$ cat src/rtl/decimal_entry_if.sv
// Keypad entry bus: operator pulses in, BCD digits / cursor / conversion result out.
interface decimal_entry_if #(
  parameter int DIGITS = 4,
  parameter int WIDTH  = 10,
  parameter int CW     = (DIGITS > 1) ? $clog2(DIGITS) : 1
);
  logic                  inc;
  logic                  next;
  logic                  submit;
  logic                  clear;
  logic [4*DIGITS-1:0]   digits;
  logic [CW-1:0]         cursor;
  logic                  busy;
  logic [WIDTH-1:0]      value;
  logic                  valid;
  logic                  overflow;

  modport master (
    output inc, next, submit, clear,
    input  digits, cursor, busy, value, valid, overflow
  );

  modport slave (
    input  inc, next, submit, clear,
    output digits, cursor, busy, value, valid, overflow
  );
endinterface

$ cat src/rtl/decimal_entry.sv
// Decimal keypad entry with sequential BCD-to-binary (x10 accumulate) conversion.
// Optional ENTRY_AUTOCLEAR_EN: zero the entry and home the cursor when a conversion completes.
module decimal_entry #(
  parameter int DIGITS = 4,
  parameter int WIDTH  = 10
) (
  input  logic            clk,
  input  logic            reset,
  decimal_entry_if.slave  bus
);
  // state | meaning
  // EDIT  | operator edits digits / moves cursor, waits for submit
  // CONV  | one digit per cycle folded into acc, MSD first
  // DONE  | result registered, valid pulse for one cycle
  localparam int CW = (DIGITS > 1) ? $clog2(DIGITS) : 1;
  localparam int AW = WIDTH + 4;
  localparam logic [CW-1:0] LAST = CW'(DIGITS - 1);

  typedef enum logic [1:0] {EDIT, CONV, DONE} state_t;
  state_t state, state_next;

  logic [4*DIGITS-1:0] digits;
  logic [CW-1:0]       cursor;
  logic [CW-1:0]       idx;
  logic [AW-1:0]       acc;
  logic [AW-1:0]       acc_next;
  logic [WIDTH-1:0]    value;
  logic                overflow;
  logic [3:0]          cur_digit;
  logic [3:0]          conv_digit;
  logic [3:0]          digit_inc;
  logic [CW-1:0]       cursor_dec;
  logic                acc_ovf;

  assign cur_digit  = digits[{cursor, 2'b00} +: 4];
  assign conv_digit = digits[{idx, 2'b00} +: 4];
  assign digit_inc  = (cur_digit == 4'd9) ? 4'd0 : cur_digit + 4'd1;
  assign cursor_dec = (cursor == '0) ? LAST : cursor - 1'b1;
  assign acc_next   = (acc << 3) + (acc << 1) + AW'(conv_digit);
  assign acc_ovf    = |acc_next[AW-1:WIDTH];

  always_ff @(posedge clk) begin
    if (!reset) state <= EDIT;
    else        state <= state_next;
  end

  always_comb begin
    state_next = state;
    if (bus.clear) begin
      state_next = EDIT;
    end else begin
      case (state)
        EDIT:    if (bus.submit) state_next = CONV;
        CONV:    if (idx == '0) state_next = DONE;
        DONE:    state_next = EDIT;
        default: state_next = EDIT;
      endcase
    end
  end

  // Result is latched on the last CONV edge so it is already visible during DONE.
  always_ff @(posedge clk) begin
    if (!reset) begin
      digits   <= '0;
      cursor   <= LAST;
      idx      <= LAST;
      acc      <= '0;
      value    <= '0;
      overflow <= 1'b0;
    end else if (bus.clear) begin
      digits <= '0;
      cursor <= LAST;
    end else begin
      case (state)
        EDIT: begin
          if (bus.submit) begin
            acc <= '0;
            idx <= LAST;
          end else begin
            if (bus.inc)  digits[{cursor, 2'b00} +: 4] <= digit_inc;
            if (bus.next) cursor <= cursor_dec;
          end
        end
        CONV: begin
          acc <= acc_next;
          idx <= idx - 1'b1;
          if (idx == '0) begin
            value    <= acc_ovf ? '1 : acc_next[WIDTH-1:0];
            overflow <= acc_ovf;
          end
        end
        DONE: begin
`ifdef ENTRY_AUTOCLEAR_EN
          digits <= '0;
          cursor <= LAST;
`else
          acc <= acc;
`endif
        end
        default: ;
      endcase
    end
  end

  assign bus.digits   = digits;
  assign bus.cursor   = cursor;
  assign bus.busy     = (state == CONV);
  assign bus.valid    = (state == DONE);
  assign bus.value    = value;
  assign bus.overflow = overflow;
endmodule

$ cat src/flat_wrapper.sv
// flat-port wrapper written by rule: the top's interface ports become plain ports
module decimal_entry_flat 
#(
  parameter int DIGITS = 4,
  parameter int WIDTH  = 10
)
  (clk, reset, bus_inc, bus_next, bus_submit, bus_clear, bus_digits, bus_cursor, bus_busy, bus_value, bus_valid, bus_overflow);
  decimal_entry_if #(.DIGITS(DIGITS), .WIDTH(WIDTH)) bus_i ();
  input  logic clk;
  input  logic reset;
  input wire logic [$bits(bus_i.inc)-1:0] bus_inc;
  input wire logic [$bits(bus_i.next)-1:0] bus_next;
  input wire logic [$bits(bus_i.submit)-1:0] bus_submit;
  input wire logic [$bits(bus_i.clear)-1:0] bus_clear;
  output wire logic [$bits(bus_i.digits)-1:0] bus_digits;
  output wire logic [$bits(bus_i.cursor)-1:0] bus_cursor;
  output wire logic [$bits(bus_i.busy)-1:0] bus_busy;
  output wire logic [$bits(bus_i.value)-1:0] bus_value;
  output wire logic [$bits(bus_i.valid)-1:0] bus_valid;
  output wire logic [$bits(bus_i.overflow)-1:0] bus_overflow;
  assign bus_i.inc = bus_inc;
  assign bus_i.next = bus_next;
  assign bus_i.submit = bus_submit;
  assign bus_i.clear = bus_clear;
  assign bus_digits = bus_i.digits;
  assign bus_cursor = bus_i.cursor;
  assign bus_busy = bus_i.busy;
  assign bus_value = bus_i.value;
  assign bus_valid = bus_i.valid;
  assign bus_overflow = bus_i.overflow;
  decimal_entry #(.DIGITS(DIGITS), .WIDTH(WIDTH)) u_core (.clk(clk), .reset(reset), .bus(bus_i));
endmodule
$ cat config.mk
export PLATFORM = sky130hd
export DESIGN_NAME = decimal_entry_flat
export DESIGN_NICKNAME = d
export VERILOG_FILES = /design/src/rtl/decimal_entry_if.sv /design/src/rtl/decimal_entry.sv /design/src/flat_wrapper.sv
export SDC_FILE = /design/constraint.sdc
export NUM_CORES = 1
export LEC_CHECK = 0
export BUFFER_PORTS_ARGS = -buffer_cell sky130_fd_sc_hd__clkbuf_2
export CORE_MARGIN = 10
export CORE_UTILIZATION = 45
export DETAILED_ROUTE_END_ITERATION = 16
export PLACE_DENSITY = 0.68
export SETUP_SLACK_MARGIN = 0.05
export SLEW_MARGIN = 10
export SYNTH_ARGS = -nofsm -noshare
export SYNTH_HDL_FRONTEND = slang
export SYNTH_SLANG_ARGS = --single-unit
$ cat constraint.sdc
create_clock -name clk -period 4.8 [get_ports clk]
set_input_delay 0.24 -clock clk [delete_from_list [all_inputs] [get_ports clk]]
set_output_delay 0.24 -clock clk [all_outputs]
set_load 0.01 [all_outputs]
# Word level (Yosys, flattened, before mapping)
# Cells that the tools add are included.
# op_classes
n_addsub	6
n_eq_ne	5
shifts	4
muxes	11
n_bitwise	3
reduce_logical	11
# op_table
op	n
$shiftx 16x5->4	2
$pmux 13 s2	1
$bwmux 16	1
$shift 4x6->16 const A	1
$shiftx 4x6->16	1
$add 14x14->14	1
$add 14x4->14	1
$mux 13	1
$reduce_and 3->1	4
$mux 10	1
$mux 2	4
$pmux 2 s2	2
$logic_not 2->1	3
$neg 4->6	1
$add 4x1->4 const B	1
$eq 4x4->1 const B	1
$mux 4	1
$reduce_or 4->1	1
$sub 2x1->2 const B	2
$not 1->1	3
$eq 2x1->1 const B	1
$eq 2x2->1 const B	1
$ne 2x1->1 const B	1
$ne 2x2->1 const B	1
other kinds (3)	3
# word_totals
reg_bits	46
out_inout_bits	31

# Logic depth before layout (Yosys ltp)
# Gate-level depths: netlist of run 1.
# logic_depth
depth_word	5
depth_mapped	13
mapped_depth_nobuf	11

# Least setup slack after synthesis of run 1
# OpenSTA, ideal clock, no wires.
# synth_timing
path_kind	register to register
startpoint	register u_core.idx[0]
endpoint	register u_core.value[1] (netlist: u_core.bus.value[1])
setup_time_ns	0.123
t_arrival_ns	3.338
required_time_ns	4.677
slack_ns	1.339
stages_incl_launch_ff	14
synth_period_minus_slack_ns	3.461
cell_sequence	dfxtp_1 -> clkbuf_1 -> mux4_2 -> inv_1 -> fa_1 -> inv_1 -> ha_1 -> a21o_1 -> a2111o_1 -> nor3_1 -> a311oi_1 -> nor4b_2 -> buf_6 -> a31oi_1
# synth_between
elab_chain_len	4
elab_cells_between_ends	6
# synth_lines
element	line	text
from (decl)	decimal_entry.sv:24	logic [CW-1:0] idx;
from (signal assigned)	decimal_entry.sv:86	idx <= idx - 1'b1;
$shiftx 16x5->4	decimal_entry.sv:36	assign conv_digit = digits[{idx, 2'b00} +: 4];
$add 14x4->14	decimal_entry.sv:39	assign acc_next = (acc << 3) + (acc << 1) + AW'(conv_digit);
$reduce_or 4->1	decimal_entry.sv:40	assign acc_ovf = |acc_next[AW-1:WIDTH];
$mux 10	decimal_entry.sv:88	value <= acc_ovf ? '1 : acc_next[WIDTH-1:0];
to (signal assigned)	decimal_entry.sv:88	
to (decl)	decimal_entry.sv:27	logic [WIDTH-1:0] value;
# Several ways; a longest one is shown, not always the timed one.
# A chain may end at the register's enable or synchronous reset.

# Final worst setup path of run 1
# layout_timing
startpoint	register u_core.idx[0]
endpoint	register u_core.value[9] (netlist: u_core.bus.value[9])
# Same word-level chain as after synthesis.

==> flow_summary.json, run 1 <==
{
  "status": "completed",
  "min_period_ns": 3.89,
  "root_buffer": "clkbuf_8",
  "r2r_end": "u_core.bus.value[9]",
  "dieArea_um2": 9680,
  "crit_required_ns": 4.95,
  "relSlewSlack_pct": 45.1,
  "syn_inst": 299,
  "cts.repair.resized": 0,
  "ys.flop_type": "dfxtp_1",
  "rrSetupSlack_ns": 0.91,
  "worst_clock_skew_ns": 0.00964,
  "setup.worst_path.start": "u_core.idx[0]",
  "rsz0062_at_grt": "no",
  "cts_hold_buf": 0,
  "cts_setup_buffers": 0,
  "timing.final.crit_share_pct": 81.0,
  "synth_warnings": 0,
  "mostFrequentLayoutCells": "46 x dfxtp_1, 36 x clkbuf_2, 30 x ha_1",
  "hp-class": "primary input to register",
  "synth_area_um2": 2770,
  "power_density_nw_per_um2": 246,
  "avgSynthCellArea_um2": 9.25,
  "die_width_um": 98.4,
  "cp_slowest_cell": "nor4b_2",
  "worst_slew_pin_slew_ns": 0.822,
  "ys_top_cells_by_area": "dfxtp_1 33%, ha_1 14%, mux4_2 6.5%, a22oi_1 6.0%, nor2b_1 3.2%",
  "setup_violations": 0,
  "path_cells": "mux4_2 -> inv_1 -> fa_1 -> inv_1 -> ha_1 -> a21o_1 -> a2111o_1 -> nor3_1 -> a311oi_1 -> nor4b_2 -> a31oi_1",
  "synth_top_area_cell": "dfxtp_1",
  "ant_nets": 0,
  "peakVddDrop_mv": 0.138,
  "path_max_fanout": 11,
  "total_leakage_power_nw": 1.41,
  "die_height_um": 98.4,
  "syn_nets": 337,
  "diodes": 0,
  "r2r_start": "u_core.idx[0]",
  "synth_seq_cells": 46,
  "detail_route.wl_per_cell_um": 15.8,
  "cts_tree": "done",
  "max_stage_delay_ns": 0.77,
  "final_nets": 366,
  "max_freq_mhz": 257,
  "cts_buffers": 5,
  "antenna_found_initial": 0,
  "fillers": 581,
  "gr-total-overflow": 0,
  "yosysSeqAreaShare_pct": 33.3,
  "drv_cap": 0,
  "hold_viol": 0,
  "mostFrequentLayoutCell": "dfxtp_1",
  "grt_max_degree": 29,
  "route.vias.total": 2328,
  "drc": 0,
  "synth_top_area_share_pct": 33.3,
  "gp_congestion": 0.856,
  "min-delay-start": "bus_next",
  "first_iter_violations": 97,
  "cts_htree_levels": 2,
  "fin_setup_tns_ns": 0,
  "area_delta_synth_final_pct": 12.8,
  "crit_type": "register to register",
  "crit_path_start_kind": "register",
  "final_core_util_pct": 52.4,
  "wirelength_um": 6370,
  "grt_usage_pct": 13.1,
  "synth-edff-count": 0,
  "drive_above_1_share_pct": 16.7,
  "synthArstFlopShare_pct": 0,
  "dpl.hpwl_um": 4980,
  "first_pass_iters": 4,
  "grt_pass1_wl_um": 10800,
  "placementRows": 28,
  "slew_violations": 0,
  "critPathArrivalTime_ns": 4.04,
  "path_clk_slew_ns": 0.09,
  "vias_per_cell": 5.76,
  "r2r_cells": 11,
  "whs_path_depth": 3,
  "cp-end-kind": "register",
  "cts.sinks": 46,
  "grt_pass1_vias": 2261,
  "start_util_pct": 46.4,
  "cp_common_cell": "inv_1",
  "holdPathEnd": "u_core.bus.cursor[0]",
  "synth_cell_type_count": 44,
  "core_area_um2": 5960,
  "io_buffers": 36,
  "ios": 37,
  "clock_latency_ns": 0.31,
  "cts_buffer_depth": 2
}
-- flip-flops by register name, indices dropped and copies added, names as in the netlist --
signal and flops:
u_core.bus.cursor 2, u_core.bus.digits 16, u_core.idx 2, u_core.bus.value 10
u_core.bus.overflow 1, u_core.acc 13, u_core.state 2
-- synthesized netlist by cell type (5+ instances only) --
cell type	number
xor2_1	7
a31oi_1	11
dfxtp_1	46
clkbuf_1	12
ha_1	30
nand2_1	19
o21ai_0	16
and2_1	8
a21oi_1	8
nor2_1	23
nor2b_1	14
a22oi_1	22
nand2b_1	6
inv_1	20
mux4_2	8
nor3_1	5
-- report_power, final --
part / total [mW] / switching (mW) / internal, mW
Clock: 0.350 / 0.142 / 0.209
Combinational: 0.0313 / 0.0204 / 0.0109
Sequential: 0.387 / 0.00368 / 0.383
-- stage by stage --
stage                     instance area, um^2  setup slack (ns)  std cells  hold slack (ns)  total power, mW
after detailed placement                 2980             0.900        396            0.524            0.427
after floorplan                          2770              1.34        299            0.378            0.417
after global placement                   2980             0.982        396            0.514            0.427
after CTS                                3120             0.886        404            0.208            0.778
after global routing                     3120             0.530        404            0.211            0.797
final                                    3120             0.912        404            0.222            0.768
-- worst max-delay path by stage --
stage	cells past startpoint	slack, ns	end
after global placement	11	0.98	u_core.bus.value[2]
after detailed placement	11	0.90	u_core.bus.value[9]
after CTS	11	0.89	u_core.bus.value[9]
final	11	0.91	u_core.bus.value[9]
after floorplan	13	1.34	u_core.bus.value[1]
after global routing	11	0.53	u_core.bus.value[7]
-- critical path, delay by kind of cell (launching register included) --
| family | cells | cell delay, ns |
|---|---|---|
| muxes | 1 | 0.53 |
| AOI/OAI and AO/OA | 4 | 0.90 |
| buffers and inverters | 2 | 0.16 |
| DFF | 1 | 0.48 |
| adders and majority gates | 2 | 0.68 |
| and+or+nand+nor | 2 | 0.98 |
-- layer usage --
layer | vias to the layer above | part of all wire (%) | global-route usage (%)
met5 | - | 0 | 0
met1 | 1111 | 48 | 17.5
li1 | 1142 | - | -
met4 | 0 | 0.57 | 2.65
met2 | 71 | 44 | 20.2
met3 | 4 | 7.7 | 4.30
-- area by class of cell --
cell class,instances,area [um^2],area share [%]
clock buffers,5,68.8,2.21
well taps,75,93.8,3.01
multi-input cells,218,1700,54.6
inverters,20,75.1,2.41
clock inverters,3,68.8,2.21
flip-flops and latches,46,921,29.5
repair buffers,37,188,6.02
-- cell families after synthesis --
group           share of synthesized area (%)
compound gates                           20.6
xor+xnor                                 3.48
simple gates                             15.6
fa+ha+maj                                15.0
mux                                      6.87
flops                                    33.3
buf+inv                                  5.11
Note: power is estimated with default switching activity, not from simulation.
==> run 2: changes to the inputs <==
==> constraint.sdc (replaced) <==
create_clock -name clk -period 3.6 [get_ports clk]
set_input_delay 0.18 -clock clk [delete_from_list [all_inputs] [get_ports clk]]
set_output_delay 0.18 -clock clk [all_outputs]
set_load 0.01 [all_outputs]
==> flow_summary.json, run 2 (synthesis gave the netlist of run 1 again) <==
{
  "status": "completed",
  "max_stage_delay_ns": 0.50,
  "cts_tree": "done",
  "setup_violations": 0,
  "power_density_nw_per_um2": 280,
  "rrSetupSlack_ns": 0.15,
  "critPathArrivalTime_ns": 3.63,
  "dpl.hpwl_um": 5070,
  "cts_htree_levels": 2,
  "swShare_pct": 25.7,
  "ios": 37,
  "die_width_um": 98.4,
  "detail_route.wl_per_cell_um": 16.5,
  "path_cells": "mux4_2 -> inv_2 -> fa_2 -> inv_2 -> ha_1 -> a21o_1 -> a2111o_1 -> buf_6 -> nor3_4 -> a311oi_2 -> nor4b_2 -> buf_2 -> a31oi_1",
  "slew_violations": 0,
  "mostFrequentLayoutCells": "45 x dfxtp_1, 36 x clkbuf_2, 28 x ha_1",
  "cp_common_cell": "inv_2",
  "min_period_ns": 3.45,
  "hp-class": "primary input to register",
  "worst_slew_pin_slew_ns": 0.778,
  "worst_clock_skew_ns": 0.0138,
  "path_clk_slew_ns": 0.10,
  "drc": 0,
  "largestRegisters": "u_core.bus.digits: 16 flops, u_core.acc: 13 flops, u_core.bus.value: 10 flops",
  "drive_above_1_share_pct": 22.6,
  "io_buffers": 36,
  "crit_type": "register to register",
  "final_cells": 411,
  "hold_viol": 0,
  "final_nets": 373,
  "wirelength_um": 6780,
  "area_delta_synth_final_pct": 15.8,
  "grt_max_degree": 29,
  "timing.final.crit_share_pct": 95.8,
  "relSlewSlack_pct": 47.4,
  "clkPwrFrac_pct": 37.6,
  "ant_nets": 0,
  "total_leakage_power_nw": 1.42,
  "antenna_found_initial": 0,
  "drv_cap": 0,
  "start_util_pct": 46.4,
  "placementRows": 28,
  "power.internal_uw": 666,
  "grt_pass1_wl_um": 11200,
  "cts.sinks": 46,
  "fin_setup_tns_ns": 0,
  "clock_latency_ns": 0.31,
  "route.vias.total": 2327,
  "grt_pass1_vias": 2241,
  "switchingPower_uw": 231,
  "largest_reg_flops": 16,
  "power_frac_seq_pct": 57.5,
  "peakVddDrop_mv": 0.204,
  "gp_congestion": 0.853,
  "diodes": 0,
  "dieArea_um2": 9680,
  "root_buffer": "clkbuf_8",
  "cp_slowest_cell": "mux4_2",
  "crit_path_start_kind": "register",
  "core_area_um2": 5960,
  "cts_buffers": 5,
  "pwr-share-comb_pct": 5.0,
  "die_height_um": 98.4,
  "gr-total-overflow": 0,
  "top_register": "u_core.bus.digits",
  "path_max_fanout": 5,
  "crit_required_ns": 3.78,
  "cts_buffer_depth": 2,
  "first_pass_iters": 5,
  "vias_per_cell": 5.66,
  "rsz0062_at_grt": "no",
  "first_iter_violations": 154,
  "grt_usage_pct": 13.6,
  "max_freq_mhz": 290,
  "mostFrequentLayoutCell": "dfxtp_1",
  "cp-end-kind": "register",
  "place_inst": 399,
  "cts_hold_buf": 0
}
run 2: changes by cell type in the layout (fill, tap and decap cells not counted), sizes merged:
cell      before  now
inv           20   21
clkinvlp       0    2
bufinv         2    0
buf            1    8
clkinv         1    0
run 2: layer usage:
metal / global-route usage, % / up-vias / share of wire [%]
met5: 0 / - / 0
met4: 3.42 / 0 / 1.2
met3: 4.30 / 8 / 5.8
met2: 21.2 / 52 / 47
met1: 17.6 / 1107 / 46
li1: - / 1160 / -
run 2: power by group through the flow:
| stage | combinational [mW] | clock [mW] | sequential (mW) |
|---|---|---|---|
| 6_report | 0.0448 | 0.337 | 0.515 |
| 5_1_grt | 0.0503 | 0.365 | 0.516 |
| 4_1_cts | 0.0435 | 0.344 | 0.515 |
| 3_5_place_dp | 0.0433 | 0 | 0.527 |
| 3_3_place_gp | 0.0436 | 0 | 0.527 |
| 2_1_floorplan | 0.0315 | 0 | 0.525 |
run 2: area by class of cell:
type	count	area, um^2
Clock buffer	5	68.8
Timing Repair Buffer	44	245
Multi-Input combinational cell	218	1770
Clock inverter	3	23.8
Fill cell	558	2750
Tap cell	75	93.8
Sequential cell	46	922
Inverter	20	75.1
run 2: stage by stage:
| stage | power [mW] | utilization, % | setup WS, ns | area (um^2) | hold slack (ns) |
|---|---|---|---|---|---|
| after floorplan | 0.557 | - | 0.139 | 2770 | 0.318 |
| after global placement | 0.570 | 50.4 | 0.131 | 3000 | 0.464 |
| after detailed placement | 0.570 | 50.4 | 0.0591 | 3000 | 0.472 |
| after CTS | 0.902 | 52.1 | 0.136 | 3100 | 0.151 |
| after global routing | 0.931 | 53.8 | 0.0626 | 3200 | 0.210 |
| final | 0.897 | 53.8 | 0.153 | 3200 | 0.166 |
run 2: repair_timing:
| item | in CTS | in global routing |
|---|---|---|
| setup endpoints to repair | 5 | 11 |
| setup buffers | 0 | 3 |
| pin swaps | 0 | 9 |
| gates resized for setup | 1 | 18 |
| cloned | 0 | 1 |
run 2: worst max-delay path, delay by kind of cell (launching register included):
family                   cells  cell delay [ns]
flip-flops                   1             0.36
AO/OA/AOI/OAI                4             0.79
multiplexers                 1             0.50
buffers and inverters        4             0.50
adder cells (fa/ha/maj)      2             0.68
AND/OR/NAND/NOR              2             0.50
run 2: path summary, 6_finish.rpt:
path / to / depth (start not counted) / start
max: u_core.bus.value[3] / 13 / u_core.idx[0]
min reg2reg: u_core.acc[3] / 2 / u_core.acc[3]
min: u_core.bus.cursor[0] / 3 / bus_next
max reg2reg: u_core.bus.value[3] / 13 / u_core.idx[0]
==> run 3: changes to the inputs <==
--- a/config.mk
+++ b/config.mk
@@ -8,8 +8,9 @@
 export BUFFER_PORTS_ARGS = -buffer_cell sky130_fd_sc_hd__clkbuf_2
 export CORE_MARGIN = 10
 export CORE_UTILIZATION = 45
+export CTS_CLUSTER_SIZE = 16
 export DETAILED_ROUTE_END_ITERATION = 16
-export PLACE_DENSITY = 0.68
+export PLACE_DENSITY_LB_ADDON = 0.25
 export SETUP_SLACK_MARGIN = 0.05
 export SLEW_MARGIN = 10
 export SYNTH_ARGS = -nofsm -noshare
==> flow_summary.json, run 3 (synthesis gave the netlist of run 1 again) <==
{
  "peakVddDrop_mv": 0.190,
  "path_max_fanout": 5,
  "area_delta_synth_final_pct": 16.6,
  "path_cells": "buf_6 -> mux4_2 -> ha_4 -> ha_2 -> inv_1 -> fa_2 -> nor2b_2 -> o211ai_1 -> a32oi_1 -> xor2_1 -> nor4b_2 -> buf_2 -> a31oi_1",
  "met1_usage_pct": 17.3,
  "gp_congestion": 0.834,
  "drc": 0,
  "status": "completed",
  "ant_nets": 0,
  "first_iter_violations": 92,
  "report.power.total_mw": 1.03,
  "final_nets": 375,
  "min_period_ns": 3.40,
  "diodes": 0,
  "max_freq_mhz": 294,
  "grt_pass1_vias": 2346,
  "crit_path_start_kind": "register",
  "placementRows": 28,
  "drv_cap": 0,
  "met3_usage_pct": 3.66,
  "pwr-share-comb_pct": 4.4,
  "cts_buffer_depth": 2,
  "mostFrequentLayoutCells": "45 x dfxtp_1, 36 x clkbuf_2, 28 x ha_1",
  "cp.buffers_inverters": 3,
  "vias_per_cell": 5.69,
  "crit_required_ns": 3.78,
  "switchingPower_uw": 211,
  "mostFrequentLayoutCell": "dfxtp_1",
  "worst_slew_pin_slew_ns": 0.841,
  "holdPathEnd": "u_core.bus.cursor[0]",
  "hold_viol": 0,
  "r2r_end": "u_core.bus.value[5]",
  "start_util_pct": 46.4,
  "hp-class": "primary input to register",
  "r2r_cells": 13,
  "power_density_nw_per_um2": 320,
  "grt_max_degree": 29,
  "fin_setup_tns_ns": 0,
  "largestRegisters": "u_core.bus.digits: 16 flops, u_core.acc: 13 flops, u_core.bus.value: 10 flops",
  "root_buffer": "clkbuf_8",
  "relSlewSlack_pct": 43.1,
  "route.vias.total": 2350,
  "r2r_start": "u_core.idx[0]",
  "cp_slowest_cell": "mux4_2",
  "drive_above_1_share_pct": 21.0,
  "power.internal_uw": 823,
  "cts_tree": "done",
  "min-delay-start": "bus_next",
  "pre_cts_slack_ns": 0.138,
  "setup_ws_ns": 0.204,
  "grt_usage_pct": 13.8,
  "final_cells": 413,
  "ios": 37,
  "first_pass_iters": 4,
  "clock_latency_ns": 0.30,
  "dpl.hpwl_um": 5140,
  "die_height_um": 98.4,
  "dieArea_um2": 9680,
  "top_register": "u_core.bus.digits",
  "clkPwrFrac_pct": 45.8,
  "rrSetupSlack_ns": 0.20,
  "gr-total-overflow": 0,
  "max_stage_delay_ns": 0.54,
  "critPathArrivalTime_ns": 3.58,
  "cp-end-kind": "register",
  "cts_buffers": 5,
  "power_frac_seq_pct": 49.9,
  "place_inst": 399,
  "postPlaceCellArea_um2": 3000,
  "cts.sinks": 46,
  "whs_path_depth": 3,
  "met2_usage_pct": 23.0,
  "grt_pass1_wl_um": 11400,
  "path_clk_slew_ns": 0.09,
  "slew_violations": 0,
  "top_usage_layer": "met2",
  "die_width_um": 98.4,
  "final_area_um2": 3230,
  "crit_type": "register to register",
  "total_leakage_power_nw": 1.45,
  "setup_violations": 0,
  "whs_ns": 0.168,
  "crit_family": "adder cells",
  "worst_clock_skew_ns": 0.00792,
  "cts_htree_levels": 2,
  "detail_route.wl_per_cell_um": 16.8,
  "timing.final.crit_share_pct": 94.3,
  "antenna_found_initial": 0,
  "core_area_um2": 5960,
  "wirelength_um": 6940,
  "largest_reg_flops": 16,
  "io_buffers": 36,
  "rsz0062_at_grt": "no",
  "final_core_util_pct": 54.2,
  "swShare_pct": 20.4
}
## run 3: cell types whose count changed in the layout (fill, tap and decap cells not counted), sizes merged
cell / before / now
bufinv: 0 / 2
buf: 8 / 10
clkinvlp: 2 / 0
inv: 21 / 20
clkbuf: 41 / 42
## run 3: routing by layer
metal / wire (um) / up-vias
li1: - / 1161
met1: 3240 / 1136
met2: 3320 / 46
met3: 315 / 7
met4: 68 / 0
met5: 0 / -
## run 3: timing repair
action                     in CTS  in global routing
gates resized for setup         0                  9
setup endpoints to repair       0                 11
hold buffers                    0                  0
buffers inserted                0                  5
## run 3: final cells by class
class                      count  area [um^2]
inverter                      20         75.1
sequential                    46          922
fill                         555         2730
clock inverter                 2         60.1
tap                           75         93.8
clock buffer                   6         82.6
timing repair buffer          46          256
multi-input combinational    218         1740
## run 3: power groups by stage
stage	registers [mW]	clock network (mW)	logic (mW)
2_1_floorplan	0.525	0	0.0315
3_3_place_gp	0.527	0	0.0439
3_5_place_dp	0.527	0	0.0442
4_1_cts	0.515	0.483	0.0443
5_1_grt	0.516	0.507	0.0505
6_report	0.515	0.473	0.0452
## run 3: worst max path at each step
stage / from / to / cells past startpoint
after floorplan: u_core.idx[0] / u_core.bus.value[1] / 13
after global placement: u_core.idx[0] / u_core.bus.value[2] / 13
after detailed placement: u_core.idx[0] / u_core.bus.value[2] / 13
after CTS: u_core.idx[0] / u_core.bus.value[6] / 13
after global routing: u_core.idx[0] / u_core.bus.value[6] / 12
final: u_core.idx[0] / u_core.bus.value[5] / 13
## run 3: worst min-delay path: cells and delay by family
kind                   cells  cell delay [ns]
buffers and inverters      1             0.09
AO/OA/AOI/OAI              2             0.17
